### config.mk
export PLATFORM = sky130hd
export DESIGN_NAME = gb_cpu_fetch_decode_queue
export DESIGN_NICKNAME = d
export VERILOG_FILES = /design/src/rtl/gb_cpu_fetch_decode_queue.sv
export SDC_FILE = /design/constraint.sdc
export NUM_CORES = 1
export LEC_CHECK = 0
export CAP_MARGIN = 20
export CORE_MARGIN = 2
export CORE_UTILIZATION = 58
export CTS_BUF_LIST = sky130_fd_sc_hd__clkbuf_4 sky130_fd_sc_hd__clkbuf_8
export CTS_CLUSTER_SIZE = 10
export DETAILED_ROUTE_END_ITERATION = 8
export PLACE_DENSITY = 0.82
export SYNTH_ARGS = -nofsm -noshare
export SYNTH_HDL_FRONTEND = slang
export SYNTH_SLANG_ARGS = --single-unit
### constraint.sdc
create_clock -name clk -period 4 [get_ports clk]
set_input_delay 0.8 -clock clk [delete_from_list [all_inputs] [get_ports clk]]
set_output_delay 0.8 -clock clk [all_outputs]
set_load 0.005 [all_outputs]
### src/rtl/gb_cpu_fetch_decode_queue.sv
// Prefetch byte queue plus instruction-assembly FSM between the memory bus and the CPU control unit.
// Define GB_CPU_ILLEGAL_OP_EN to add the instr_illegal output flagging unused opcodes.
module gb_cpu_fetch_decode_queue #(
  parameter int QUEUE_DEPTH = 4,
  parameter int ADDR_W      = 16
) (
  input  logic              clk,
  input  logic              rst_n,
  input  logic              pc_load,
  input  logic [ADDR_W-1:0] pc_load_addr,
  output logic              fetch_req,
  output logic [ADDR_W-1:0] fetch_addr,
  input  logic              fetch_ack,
  input  logic [7:0]        fetch_data,
  output logic              instr_valid,
  input  logic              instr_ready,
  output logic [7:0]        instr_opcode,
  output logic              instr_cb,
  output logic [15:0]       instr_imm,
  output logic [1:0]        instr_len,
  output logic [ADDR_W-1:0] instr_pc
`ifdef GB_CPU_ILLEGAL_OP_EN
  ,
  output logic              instr_illegal
`endif
);

  localparam int PTR_W = $clog2(QUEUE_DEPTH);
  localparam int CNT_W = PTR_W + 1;
  localparam logic [CNT_W-1:0]  DEPTH_C  = CNT_W'(QUEUE_DEPTH);
  localparam logic [CNT_W-1:0]  CNT_ZERO = {CNT_W{1'b0}};
  localparam logic [CNT_W-1:0]  CNT_ONE  = {{(CNT_W-1){1'b0}}, 1'b1};
  localparam logic [PTR_W-1:0]  PTR_ZERO = {PTR_W{1'b0}};
  localparam logic [PTR_W-1:0]  PTR_ONE  = {{(PTR_W-1){1'b0}}, 1'b1};
  localparam logic [ADDR_W-1:0] PC_ZERO  = {ADDR_W{1'b0}};
  localparam logic [ADDR_W-1:0] PC_ONE   = {{(ADDR_W-1){1'b0}}, 1'b1};

  typedef enum logic [2:0] {
    READ_OPCODE,
    READ_CB_OPCODE,
    READ_R8,
    READ_R16_BYTE0,
    READ_R16_BYTE1
  } decoder_state_t;

  function automatic logic is_imm8(input logic [7:0] op);
    logic r;
    if ((op[7:6] == 2'b00 || op[7:6] == 2'b11) && op[2:0] == 3'b110) begin
      r = 1'b1;
    end else begin
      case (op)
        8'h10, 8'h18, 8'h20, 8'h28, 8'h30, 8'h38,
        8'hE0, 8'hE8, 8'hF0, 8'hF8: r = 1'b1;
        default:                    r = 1'b0;
      endcase
    end
    return r;
  endfunction

  function automatic logic is_imm16(input logic [7:0] op);
    logic r;
    if (op[7:6] == 2'b00 && op[3:0] == 4'b0001) begin
      r = 1'b1;
    end else if (op[7:5] == 3'b110 && (op[2:0] == 3'b010 || op[2:0] == 3'b100)) begin
      r = 1'b1;
    end else begin
      case (op)
        8'h08, 8'hC3, 8'hCD, 8'hEA, 8'hFA: r = 1'b1;
        default:                           r = 1'b0;
      endcase
    end
    return r;
  endfunction

`ifdef GB_CPU_ILLEGAL_OP_EN
  function automatic logic is_illegal(input logic [7:0] op);
    logic r;
    case (op)
      8'hD3, 8'hDB, 8'hDD, 8'hE3, 8'hE4, 8'hEB,
      8'hEC, 8'hED, 8'hF4, 8'hFC, 8'hFD: r = 1'b1;
      default:                           r = 1'b0;
    endcase
    return r;
  endfunction
  logic emit_ill_s, illegal_q, illegal_d;
`endif

  decoder_state_t    state_q, state_d;
  logic [7:0]        mem_q [QUEUE_DEPTH];
  logic [PTR_W-1:0]  wr_ptr_q, wr_ptr_d, rd_ptr_q, rd_ptr_d;
  logic [CNT_W-1:0]  count_q, count_d;
  logic              fetch_req_q, fetch_req_d, stale_q, stale_d;
  logic [ADDR_W-1:0] fetch_addr_q, fetch_addr_d, fetch_pc_q, fetch_pc_d;
  logic [ADDR_W-1:0] dec_pc_q, dec_pc_d, start_pc_q, start_pc_d;
  logic [7:0]        op_q, op_d, lo_q, lo_d;
  logic              instr_valid_q, instr_valid_d, instr_cb_q, instr_cb_d;
  logic [7:0]        instr_opcode_q, instr_opcode_d;
  logic [15:0]       instr_imm_q, instr_imm_d;
  logic [1:0]        instr_len_q, instr_len_d;
  logic [ADDR_W-1:0] instr_pc_q, instr_pc_d;
  logic              push_s, pop_s, out_free_s, emit_s, emit_cb_s;
  logic [7:0]        byte_s, emit_op_s;
  logic [15:0]       emit_imm_s;
  logic [1:0]        emit_len_s;
  logic [ADDR_W-1:0] emit_pc_s;

  // Next-state logic: fetch control, queue bookkeeping, assembly FSM and flush.
  always_comb begin
    state_d        = state_q;
    wr_ptr_d       = wr_ptr_q;
    rd_ptr_d       = rd_ptr_q;
    count_d        = count_q;
    fetch_req_d    = fetch_req_q;
    fetch_pc_d     = fetch_pc_q;
    stale_d        = stale_q;
    dec_pc_d       = dec_pc_q;
    start_pc_d     = start_pc_q;
    op_d           = op_q;
    lo_d           = lo_q;
    instr_valid_d  = instr_valid_q;
    instr_opcode_d = instr_opcode_q;
    instr_cb_d     = instr_cb_q;
    instr_imm_d    = instr_imm_q;
    instr_len_d    = instr_len_q;
    instr_pc_d     = instr_pc_q;
    push_s         = 1'b0;
    pop_s          = 1'b0;
    emit_s         = 1'b0;
    emit_op_s      = 8'h00;
    emit_cb_s      = 1'b0;
    emit_imm_s     = 16'h0000;
    emit_len_s     = 2'd1;
    emit_pc_s      = dec_pc_q;
`ifdef GB_CPU_ILLEGAL_OP_EN
    emit_ill_s     = 1'b0;
    illegal_d      = illegal_q;
`endif
    byte_s         = mem_q[rd_ptr_q];
    out_free_s     = !instr_valid_q || instr_ready;

    // Only one read is ever outstanding, so the queue count alone bounds occupancy.
    if (fetch_req_q) begin
      if (fetch_ack) begin
        fetch_req_d = 1'b0;
        stale_d     = 1'b0;
        push_s      = !stale_q && !pc_load;
        fetch_pc_d  = stale_q ? fetch_pc_q : fetch_pc_q + PC_ONE;
      end else begin
        fetch_req_d = 1'b1;
      end
    end else begin
      fetch_req_d = !pc_load && (count_q < DEPTH_C);
    end

    if (!pc_load && count_q != CNT_ZERO && out_free_s) begin
      pop_s    = 1'b1;
      rd_ptr_d = rd_ptr_q + PTR_ONE;
      dec_pc_d = dec_pc_q + PC_ONE;
      case (state_q)
        READ_OPCODE: begin
          start_pc_d = dec_pc_q;
          op_d       = byte_s;
          if (byte_s == 8'hCB) begin
            state_d = READ_CB_OPCODE;
          end
`ifdef GB_CPU_ILLEGAL_OP_EN
          else if (is_illegal(byte_s)) begin
            emit_s     = 1'b1;
            emit_op_s  = byte_s;
            emit_ill_s = 1'b1;
          end
`endif
          else if (is_imm16(byte_s)) begin
            state_d = READ_R16_BYTE0;
          end else if (is_imm8(byte_s)) begin
            state_d = READ_R8;
          end else begin
            emit_s    = 1'b1;
            emit_op_s = byte_s;
          end
        end
        READ_CB_OPCODE: begin
          emit_s     = 1'b1;
          emit_op_s  = byte_s;
          emit_cb_s  = 1'b1;
          emit_len_s = 2'd2;
          emit_pc_s  = start_pc_q;
          state_d    = READ_OPCODE;
        end
        READ_R8: begin
          emit_s     = 1'b1;
          emit_op_s  = op_q;
          emit_imm_s = {8'h00, byte_s};
          emit_len_s = 2'd2;
          emit_pc_s  = start_pc_q;
          state_d    = READ_OPCODE;
        end
        READ_R16_BYTE0: begin
          lo_d    = byte_s;
          state_d = READ_R16_BYTE1;
        end
        READ_R16_BYTE1: begin
          emit_s     = 1'b1;
          emit_op_s  = op_q;
          emit_imm_s = {byte_s, lo_q};
          emit_len_s = 2'd3;
          emit_pc_s  = start_pc_q;
          state_d    = READ_OPCODE;
        end
        default: begin
          state_d = READ_OPCODE;
        end
      endcase
    end else begin
      pop_s = 1'b0;
    end

    if (push_s) begin
      wr_ptr_d = wr_ptr_q + PTR_ONE;
    end else begin
      wr_ptr_d = wr_ptr_q;
    end

    case ({push_s, pop_s})
      2'b10:   count_d = count_q + CNT_ONE;
      2'b01:   count_d = count_q - CNT_ONE;
      default: count_d = count_q;
    endcase

    if (emit_s) begin
      instr_valid_d  = 1'b1;
      instr_opcode_d = emit_op_s;
      instr_cb_d     = emit_cb_s;
      instr_imm_d    = emit_imm_s;
      instr_len_d    = emit_len_s;
      instr_pc_d     = emit_pc_s;
`ifdef GB_CPU_ILLEGAL_OP_EN
      illegal_d      = emit_ill_s;
`endif
    end else if (instr_valid_q && instr_ready) begin
      instr_valid_d = 1'b0;
`ifdef GB_CPU_ILLEGAL_OP_EN
      illegal_d     = 1'b0;
`endif
    end else begin
      instr_valid_d = instr_valid_q;
    end

    // Flush: an in-flight read keeps its address but its data is marked stale.
    if (pc_load) begin
      count_d       = CNT_ZERO;
      wr_ptr_d      = PTR_ZERO;
      rd_ptr_d      = PTR_ZERO;
      state_d       = READ_OPCODE;
      instr_valid_d = 1'b0;
      dec_pc_d      = pc_load_addr;
      fetch_pc_d    = pc_load_addr;
      fetch_req_d   = fetch_req_q && !fetch_ack;
      stale_d       = fetch_req_q && !fetch_ack;
`ifdef GB_CPU_ILLEGAL_OP_EN
      illegal_d     = 1'b0;
`endif
    end else begin
      dec_pc_d = dec_pc_d;
    end

    fetch_addr_d = (fetch_req_q && fetch_req_d) ? fetch_addr_q : fetch_pc_d;
  end

  // Byte storage for the prefetch queue.
  always_ff @(posedge clk or negedge rst_n) begin
    if (!rst_n) begin
      for (int i = 0; i < QUEUE_DEPTH; i++) begin
        mem_q[i] <= 8'h00;
      end
    end else if (push_s) begin
      mem_q[wr_ptr_q] <= fetch_data;
    end
  end

  // Control and output registers.
  always_ff @(posedge clk or negedge rst_n) begin
    if (!rst_n) begin
      state_q        <= READ_OPCODE;
      wr_ptr_q       <= PTR_ZERO;
      rd_ptr_q       <= PTR_ZERO;
      count_q        <= CNT_ZERO;
      fetch_req_q    <= 1'b0;
      stale_q        <= 1'b0;
      fetch_addr_q   <= PC_ZERO;
      fetch_pc_q     <= PC_ZERO;
      dec_pc_q       <= PC_ZERO;
      start_pc_q     <= PC_ZERO;
      op_q           <= 8'h00;
      lo_q           <= 8'h00;
      instr_valid_q  <= 1'b0;
      instr_opcode_q <= 8'h00;
      instr_cb_q     <= 1'b0;
      instr_imm_q    <= 16'h0000;
      instr_len_q    <= 2'd0;
      instr_pc_q     <= PC_ZERO;
`ifdef GB_CPU_ILLEGAL_OP_EN
      illegal_q      <= 1'b0;
`endif
    end else begin
      state_q        <= state_d;
      wr_ptr_q       <= wr_ptr_d;
      rd_ptr_q       <= rd_ptr_d;
      count_q        <= count_d;
      fetch_req_q    <= fetch_req_d;
      stale_q        <= stale_d;
      fetch_addr_q   <= fetch_addr_d;
      fetch_pc_q     <= fetch_pc_d;
      dec_pc_q       <= dec_pc_d;
      start_pc_q     <= start_pc_d;
      op_q           <= op_d;
      lo_q           <= lo_d;
      instr_valid_q  <= instr_valid_d;
      instr_opcode_q <= instr_opcode_d;
      instr_cb_q     <= instr_cb_d;
      instr_imm_q    <= instr_imm_d;
      instr_len_q    <= instr_len_d;
      instr_pc_q     <= instr_pc_d;
`ifdef GB_CPU_ILLEGAL_OP_EN
      illegal_q      <= illegal_d;
`endif
    end
  end

  assign fetch_req    = fetch_req_q;
  assign fetch_addr   = fetch_addr_q;
  assign instr_valid  = instr_valid_q;
  assign instr_opcode = instr_opcode_q;
  assign instr_cb     = instr_cb_q;
  assign instr_imm    = instr_imm_q;
  assign instr_len    = instr_len_q;
  assign instr_pc     = instr_pc_q;
`ifdef GB_CPU_ILLEGAL_OP_EN
  assign instr_illegal = illegal_q;
`endif

endmodule

Yosys cells after proc, flatten, opt, wreduce, memory -nomap -nowiden
Index checks and enable logic that the tools add are counted.
{"block": "classes", "n_reduce_logical": 36, "magnitude_cmp": 4, "add_sub_neg": 6, "muxes": 66, "n_eq_ne": 29, "bitwise_logic": 2}
{"op": "$mux 16", "count": 9}
{"op": "$eq 8x8->1 const B", "count": 9}
{"op": "$mux 8", "count": 7}
{"op": "$add 16x1->16 const B", "count": 2}
{"op": "$bwmux 32", "count": 1}
{"op": "$eq 8x6->1 const B", "count": 4}
{"op": "$pmux 16 s2", "count": 1}
{"op": "$mux 1", "count": 30}
{"op": "$pmux 8 s3", "count": 1}
{"op": "$mux 3", "count": 6}
{"op": "$bmux 8 s2", "count": 1}
{"op": "$demux 8 s2", "count": 1}
{"op": "$eq 8x5->1 const B", "count": 2}
{"op": "$eq 3x3->1 const B", "count": 4}
{"op": "$pmux 3 s2", "count": 2}
{"op": "$logic_and 1x1->1", "count": 11}
{"op": "$mux 2", "count": 5}
{"op": "$reduce_or 10->1", "count": 1}
{"op": "$eq 3x2->1 const B", "count": 3}
{"op": "$reduce_bool 3->1", "count": 3}
{"op": "$eq 8x4->1 const B", "count": 1}
{"op": "$reduce_and 2->1", "count": 4}
{"op": "$reduce_bool 2->1", "count": 4}
{"op": "$ge 3x3->1 const B", "count": 2}
{"op": "20 further kinds", "count": 29}
{"block": "totals", "input_bits": 29, "output_inout_bits": 61, "elab_cells": 165, "regBits": 168}

Longest topological paths before layout
Gate-level depths: netlist (run 1).
{"block": "logic_depth", "depth_word": 23, "depth_mapped": 12, "depth_no_buf": 9}

Least setup slack after synthesis (run 1)
Ideal clock, no wire load.
{"block": "synth_path", "path_kind": "register to register", "startpoint": "register rd_ptr_q[0]", "endpoint": "register instr_imm_q[6], in the netlist instr_imm[6]", "period_less_slack_ps": 3163, "setup_ps": 127, "required_ps": 3873, "stages_incl_launch_ff": 12, "arrival_ps": 3035, "setup_slack_ps": 837, "path_buffers": 3, "cell_sequence": "dfrtp_1 > buf_4 > mux4_2 > ha_1 > and4b_1 > a311oi_1 > nor2_1 > nor4b_4 > or2_1 > buf_4 > buf_6 > mux2_1"}
{"block": "synth_via", "elab_chain_cells": 17, "elab_cells_between_ends": 53, "cone_classes": "eq/ne: 22; mux: 22; bitwise: 1; reduce/logical: 8"}
{"element": "start: declaration", "line": "90", "text": "logic [PTR_W-1:0] wr_ptr_q, wr_ptr_d, rd_ptr_q, rd_ptr_d;"}
{"element": "start signal: assignment", "line": "308", "text": "rd_ptr_q <= rd_ptr_d;"}
{"element": "$not 2->3 (not written as such) *", "line": "138", "text": "byte_s = mem_q[rd_ptr_q];"}
{"element": "$bmux 8 s2 *", "line": "138"}
{"element": "$mux 8 (not written as such) * (2 in a row)", "line": "138"}
{"element": "via byte_s[6]", "line": "102", "text": "logic [7:0] byte_s, emit_op_s;"}
{"element": "$eq 8x5->1 (tied with other cells)", "line": "51", "text": "case (op)"}
{"element": "$reduce_or 10->1 / $logic_or 1x1->1 (equally long branches)", "line": "51, 48"}
{"element": "$mux 1 / $logic_and 1x1->1 (equally long branches)", "line": "51, 48"}
{"element": "$mux 1", "line": "48", "text": "if ((op[7:6] == 2'b00 || op[7:6] == 2'b11) && op[2:0] == 3'b110) begin"}
{"element": "$mux 1", "line": "173", "text": "else if (is_imm16(byte_s)) begin"}
{"element": "$mux 1", "line": "163", "text": "if (byte_s == 8'hCB) begin"}
{"element": "$mux 1", "line": "159", "text": "case (state_q)"}
{"element": "$mux 1", "line": "155", "text": "if (!pc_load && count_q != CNT_ZERO && out_free_s) begin"}
{"element": "$mux 1", "line": "175", "text": "end else if (is_imm8(byte_s)) begin"}
{"element": "$mux 1", "line": "173"}
{"element": "$mux 1", "line": "163"}
{"element": "$pmux 1 s2", "line": "159"}
{"element": "$mux 1", "line": "155"}
{"element": "end signal: assignment", "line": "321", "text": "instr_imm_q <= instr_imm_d;"}
{"element": "end: declaration", "line": "98", "text": "logic [15:0] instr_imm_q, instr_imm_d;"}
The timed path passes the listed nets; every way through them passes the cells marked *. The select of a mux whose other input is x is not followed.
A chain may end at the register's enable or synchronous reset.

Worst setup path in the final report (run 1)
{"block": "layout_path", "startpoint": "register rd_ptr_q[0]", "endpoint": "register instr_opcode_q[1], in the netlist instr_opcode[1]"}
{"block": "layout_via", "elab_chain_cells": 17, "elab_cells_between_ends": 56, "cone_classes": "eq/ne: 22; mux: 25; bitwise: 1; reduce/logical: 8"}
{"element": "$not 2->3 (not written as such) *", "line": "138"}
{"element": "$bmux 8 s2 *", "line": "138"}
{"element": "$mux 8 (not written as such) * (2 in a row)", "line": "138"}
{"element": "via byte_s[7]", "line": "102"}
{"element": "$eq 8x5->1 (tied with other cells)", "line": "51"}
{"element": "$reduce_or 10->1 / $logic_or 1x1->1 (equally long branches)", "line": "51, 48"}
{"element": "$mux 1 / $logic_and 1x1->1 (equally long branches)", "line": "51, 48"}
{"element": "$mux 1", "line": "48"}
{"element": "$mux 1", "line": "173"}
{"element": "$mux 1", "line": "163"}
{"element": "$mux 1", "line": "159"}
{"element": "$mux 1", "line": "155"}
{"element": "$mux 8 / $mux 1 (equally long branches)", "line": "175"}
{"element": "$mux 8 / $mux 1 (equally long branches)", "line": "173"}
{"element": "$mux 8 / $mux 1 (equally long branches)", "line": "163"}
{"element": "$pmux 8 s3 / $pmux 1 s2 (equally long branches)", "line": "159"}
{"element": "$mux 8 / $mux 1 (equally long branches)", "line": "155"}
{"element": "end signal: assignment", "line": "319", "text": "instr_opcode_q <= instr_opcode_d;"}
{"element": "end: declaration", "line": "97", "text": "logic [7:0] instr_opcode_q, instr_opcode_d;"}
Marked as above.

==> impl_metrics.ini, run 1 <==
[layout]
finish.utilization_pct = 70.6
fin_cells = 947
nets = 796
syn2layout_area_growth_pct = 19.4
fillers = 934
drive_above_1_share_pct = 18.7
antenna_cells = 0

[sta]
rsz0062_at_grt = false
tightest_slew_ns = 1.08
tns_ns = 0
fmax_mhz = 298
fin_crit_ns = 3.36
hold_viol_final = 0
maxSlewHeadroom_pct = 27.8
finalMaxSlewViolations = 0
setup_viol_count_final = 0
fin_crit_sh_pct = 84.0
fin_skew_ns = 0.00859

[critical_path]
worstPathArrival_ns = 3.71
crit_type = reg2reg
path_depth = 9
startpoint_type = flip-flop
path_buf_inv = 1
cp_top_family = multiplexers
cp_max_fo = 25
rr_worst_depth = 9
crit_slowest_cell = mux4_2
crit_chain = mux4_2, ha_1, and4b_1, a311oi_1, nor2_1, nor4b_4, or2_1, buf_4, mux2_1
crit_path_max_incr_delay_ns = 0.67
worst_ep_required_time_ns = 4.35
critPathCaptureType = flip-flop

[yosys]
avgSynthCellArea_um2 = 11.6
synth_warnings = 0
synth_top_area_share_pct = 54.1
ys_types = 56
ys_ff_latch = 168
mappedNetlistNets = 708
syn_area_um2 = 7770
synth_common_cells = 168 x dfrtp_1, 81 x nand2_1, 79 x mux2_2
synthTopCellsByArea = dfrtp_1 54%, mux2_2 11%, nand2_1 3.9%
yosysSeqAreaShare_pct = 54.1
syn_inst = 670
synth_top_area_cell = dfrtp_1
async_reset_ff_share_pct = 100
synth_ff_type = dfrtp_1
synth_edf_count = 0
yosysMostFrequentCell = dfrtp_1

[clock_network]
insertion_delay_ns = 0.47
post_cts_buffers = 0
cts_tree = built
hold_buffers = 0
htreeDepth = 4
clockBufferDepth = 2
clkTransAtPathRegs_ns = 0.08
postCtsResizedCells = 0
cts_buffers = 17
root_buffer = clkbuf_8
clkSinkCount = 168

[drt]
drt-vias-per-instance = 5.97
drtIter0Drc = 455
drc = 0
routedWlPerCell_um = 18.5
drt.antenna.violating_nets = 0
routed_wl_um = 17500
drt-pass1-iter-count = 5
vias = 5656

[floorplan]
die_area_um2 = 14300
io_pins = 90
placementRows = 42
start_util_pct = 59.1
die_x_um = 120
dieHeight_um = 120
core-area_um2 = 13100

[power]
power.leakage_nw = 4.07
power.density_nw_per_um2 = 692
irDropWorstVdd_v = 0.000320

[placement]
dp.cells = 914
io_buffer_count = 89
gp_congestion = 0.891
dp_hpwl_um = 12100

[run_status]
status = completed

[global_route]
grt_max_degree = 83
grt_use_total_pct = 26.1
antenna_found_initial = 0
grt-ovfl-total = 0
grt_pass1_vias = 5734
grt_pass1_wl_um = 29200

[hold_path]
hp-class = in2async

[flow_run]
maxCapViolCount = 0
[layout by cell type (no fill, tap or decap), drive strengths merged, types with 3 or more instances in the layout]
cell | netlist | routed
nand4 | 6 | 6
o211ai | 5 | 5
o311ai | 8 | 8
nor3 | 11 | 11
xnor2 | 10 | 10
nand3 | 9 | 9
mux2i | 9 | 9
dfrtp | 168 | 168
o22a | 5 | 5
bufinv | 0 | 4
or3 | 3 | 3
o221a | 5 | 5
clkinv | 0 | 8
a31oi | 3 | 3
buf | 11 | 18
nand2 | 81 | 81
or2 | 3 | 3
o21ai | 34 | 34
inv | 17 | 17
nand2b | 3 | 3
a32o | 3 | 3
nor2 | 52 | 52
a21oi | 16 | 16
a22o | 8 | 8
o22ai | 5 | 5
a21o | 6 | 6
xor2 | 11 | 11
mux2 | 89 | 89
ha | 8 | 8
clkbuf | 26 | 19
mux4 | 8 | 8
a221o | 16 | 16
clkdlybuf4s50 | 0 | 88
and3 | 9 | 9
[power breakdown]
group / internal (W) / switching (W) / total, W
logic: 0.00131 / 0.00118 / 0.00249
registers: 0.00223 / 0.000401 / 0.00263
clock network: 0.000690 / 0.000614 / 0.00130
total: 0.00422 / 0.00220 / 0.00642
[logic make-up after synthesis]
logic type,Yosys count,synth area share (%)
DFF,168,54.1
muxes,106,16.4
xor gates and xnor gates,21,2.37
AOI/OAI and AO/OA,124,11.6
buffers and inverters,54,2.92
adders and majority gates,9,1.55
and+or+nand+nor,188,11.0
[layer usage]
layer,share of wire (%),track usage [%],wire length (um),vias up
li1,-,-,-,2587
met1,45,37.3,7820,2858
met2,48,40.3,8400,184
met3,5.6,5.23,972,27
met4,1.7,8.90,306,0
met5,0,0,0,-
[per-stage QoR]
step           total power, W  instance area [um2]  setup WS (ns)  hold slack [ns]
2_1_floorplan         0.00412                 7770          0.837            0.473
3_3_place_gp          0.00496                 8840          0.811            0.462
3_5_place_dp          0.00511                 8840          0.700            0.473
4_1_cts               0.00641                 9270          0.681            0.382
5_1_grt               0.00679                 9280          0.486            0.412
6_report              0.00642                 9280          0.639            0.358
[worst paths after layout]
check                             start               to  slack, ns
max in group asynchronous         rst_n      instr_pc[9]       2.73
min in group clk           instr_len[1]     instr_len[1]       0.48
max reg2reg                 rd_ptr_q[0]  instr_opcode[1]       0.64
max                         rd_ptr_q[0]  instr_opcode[1]       0.64
min reg2reg                instr_len[1]     instr_len[1]       0.48
min                               rst_n         mem_q[1]       0.36
[sequential cells by signal (all words and copies together) (netlist names)]
signal	flops
mem_q	32
dec_pc_q	16
fetch_addr	16
fetch_pc_q	16
instr_imm	16
instr_pc	16
start_pc_q	16
instr_opcode	8
lo_q	8
op_q	8
count_q	3
state_q	3
instr_len	2
rd_ptr_q	2
wr_ptr_q	2
fetch_req	1
instr_cb	1
instr_valid	1
stale_q	1
[worst reg2reg max path, delay by kind of cell (launching register included)]
family | cells | cell delay (ns)
compound gates | 1 | 0.24
fa+ha+maj | 1 | 0.28
buf+inv | 1 | 0.34
flops | 1 | 0.52
mux | 2 | 1.05
simple gates | 4 | 0.82
[layout make-up]
cell class                 instances  area [um2]  share of cell area [%]
clock buffer                      19         249                    2.68
clock inverter                    13         179                    1.93
inverter                          17        63.8                   0.688
multi-input combinational        448        3340                    36.0
sequential                       168        4200                    45.3
tap                              176         220                    2.37
timing repair buffer             106        1020                    11.0
(Power assumes the default switching activity.)
==> run 2: changes to the inputs <==
- CORE_UTILIZATION: 58 -> 53
- PLACE_DENSITY: 0.82 -> 0.79
- clock period: 4 -> 2.7 ns (I/O delays scaled with it)
==> run 2 against run 1 <==
Combinational power up 100%. Non-clock buffer count up 59. Routed wire length up 14%. Highest routed layer unchanged. The run now ends with setup timing left. Worst setup slack worse by 0.94 ns.
==> impl_metrics.ini, run 2 (synthesis results as in run 1) <==
[run_status]
status = complete, but fails checks
violations = setup timing

[floorplan]
io_pins = 90
dieHeight_um = 125
placementRows = 44
die_x_um = 125
start_util_pct = 53.9
core-area_um2 = 14400
die_area_um2 = 15600

[power]
p_int_w = 0.00720
power.density_nw_per_um2 = 1080
p_seq_share_pct = 35.7
p_total_w = 0.0109
p_sw_w = 0.00369
swShare_pct = 33.9
p_clk_share_pct = 17.6
combPwrFrac_pct = 46.6
irDropWorstVdd_v = 0.000809
power.leakage_nw = 4.46

[global_route]
grt_use_total_pct = 25.6
grt_max_degree = 68
grt_pass1_vias = 6286
grt-ovfl-total = 0
antenna_found_initial = 0
grt_pass1_wl_um = 32000

[layout]
layout_common_cells = 167 x dfrtp_1, 88 x clkdlybuf4s50_1, 80 x nand2_1
final_common_cell = dfrtp_1
drive_above_1_share_pct = 27.6
antenna_cells = 0
nets = 855
syn2layout_area_growth_pct = 29.8
largest_register_ffs = 32
finish.utilization_pct = 69.9
regMostFlops = mem_q
fin_area_um2 = 10100

[hold_path]
hp-class = in2async

[flow_run]
maxCapViolCount = 0

[clock_network]
clockBufferDepth = 2
root_buffer = clkbuf_8
cts_tree = built
cts_buffers = 17
clkTransAtPathRegs_ns = 0.09
insertion_delay_ns = 0.46
htreeDepth = 4
clkSinkCount = 168

[sta]
rsz0062_at_grt = true
hold_viol_final = 0
setup_viol_count_final = 42
fin_skew_ns = 0.0110
tns_ns = -10.25
maxSlewHeadroom_pct = 53.2
tightest_slew_ns = 0.696
fmax_mhz = 333
finalMaxSlewViolations = 0
fin_crit_sh_pct = 111
timing.final.ws_setup_ns = -0.299
fin_crit_ns = 3.00

[critical_path]
worst_ep_required_time_ns = 3.05
rr_worst_depth = 11
r2r-end = instr_imm[1]
endpoint = instr_imm[1]
critPathCaptureType = flip-flop
crit_type = reg2reg
worstPathArrival_ns = 3.35
r2r_setup_slack_ns = -0.30
cp_max_fo = 6
startpoint_type = flip-flop
crit_start = rd_ptr_q[0]
reg2reg_from = rd_ptr_q[0]

[drt]
routedWlPerCell_um = 19.7
drt-vias-per-instance = 6.00
routed_wl_um = 20000
drtIter0Drc = 572
vias = 6079
drc = 0
drt-pass1-iter-count = 5
drt.antenna.violating_nets = 0

[placement]
gp_congestion = 0.889
dp_hpwl_um = 13100
io_buffer_count = 89
placed_cell_area_um2 = 9230
[run 2: cell count changes in the layout (fill, tap and decap cells not counted), moves of 3 or more]
| cell | delta |
|---|---|
| mux2_1 | -8 |
| clkinv_2 | -3 |
| buf_8 | +3 |
| mux2_4 | +8 |
| a21oi_1 | -3 |
| clkbuf_16 | +3 |
| buf_4 | +38 |
| clkbuf_8 | +4 |
| buf_12 | +8 |
| buf_6 | +6 |
| a21oi_2 | +3 |
[run 2: repair_timing]
action,in CTS,in global routing
resized for setup,25,15
setup endpoints to repair,45,50
buffers inserted,15,6
pin swaps,7,14
gates cloned,1,3
hold buffers,0,0
[run 2: worst min-delay path by stage]
stage | endpoint | slack [ns] | depth (start not counted)
6_report | fetch_addr[13] | 0.07 | 1
5_1_grt | fetch_addr[12] | 0.10 | 1
4_1_cts | fetch_addr[9] | 0.08 | 1
3_5_place_dp | instr_imm[5] | 0.48 | 1
3_3_place_gp | instr_imm[1] | 0.47 | 1
2_1_floorplan | count_q[0] | 0.24 | 0
[run 2: cell type report]
class	count	area [um2]
timing repair buffer	165	1680
fill	977	4340
sequential	168	4210
inverter	17	63.8
clock buffer	24	312
tap	184	230
clock inverter	7	116
multi-input combinational	448	3480
[run 2: power groups by stage]
stage	clock network [W]	registers (W)	logic [W]
2_1_floorplan	0	0.00375	0.00244
3_3_place_gp	0	0.00386	0.00397
3_5_place_dp	0	0.00392	0.00412
4_1_cts	0.00193	0.00387	0.00461
5_1_grt	0.00205	0.00398	0.00542
6_report	0.00192	0.00389	0.00508
[run 2: worst max-delay path: stages, from the launching register on]
cell and delay (ns):
dfrtp_2 0.43, buf_12 0.13, buf_6 0.11, mux4_2 0.49
buf_4 0.17, and3_1 0.21, a21oi_2 0.19, o32ai_2 0.13
nor4b_4 0.30, or2_4 0.25, buf_8 0.15, mux2_1 0.31
[run 2: per-stage QoR]
| stage | std cells | setup WS, ns | hold WS, ns |
|---|---|---|---|
| 6_report | 1013 | -0.299 | 0.0668 |
| 2_1_floorplan | 670 | -0.257 | 0.244 |
| 5_1_grt | 1013 | -0.354 | 0.101 |
| 4_1_cts | 1004 | -0.190 | 0.0795 |
| 3_5_place_dp | 957 | -0.349 | 0.479 |
| 3_3_place_gp | 957 | -0.205 | 0.472 |
[run 2: routing by layer]
| metal | track usage [%] | vias up | part of all wire, % |
|---|---|---|---|
| met5 | 0 | - | 0 |
| met4 | 7.84 | 0 | 2.0 |
| met3 | 5.69 | 46 | 5.2 |
| met2 | 43.6 | 246 | 51 |
| met1 | 32.9 | 3074 | 42 |
| li1 | - | 2713 | - |
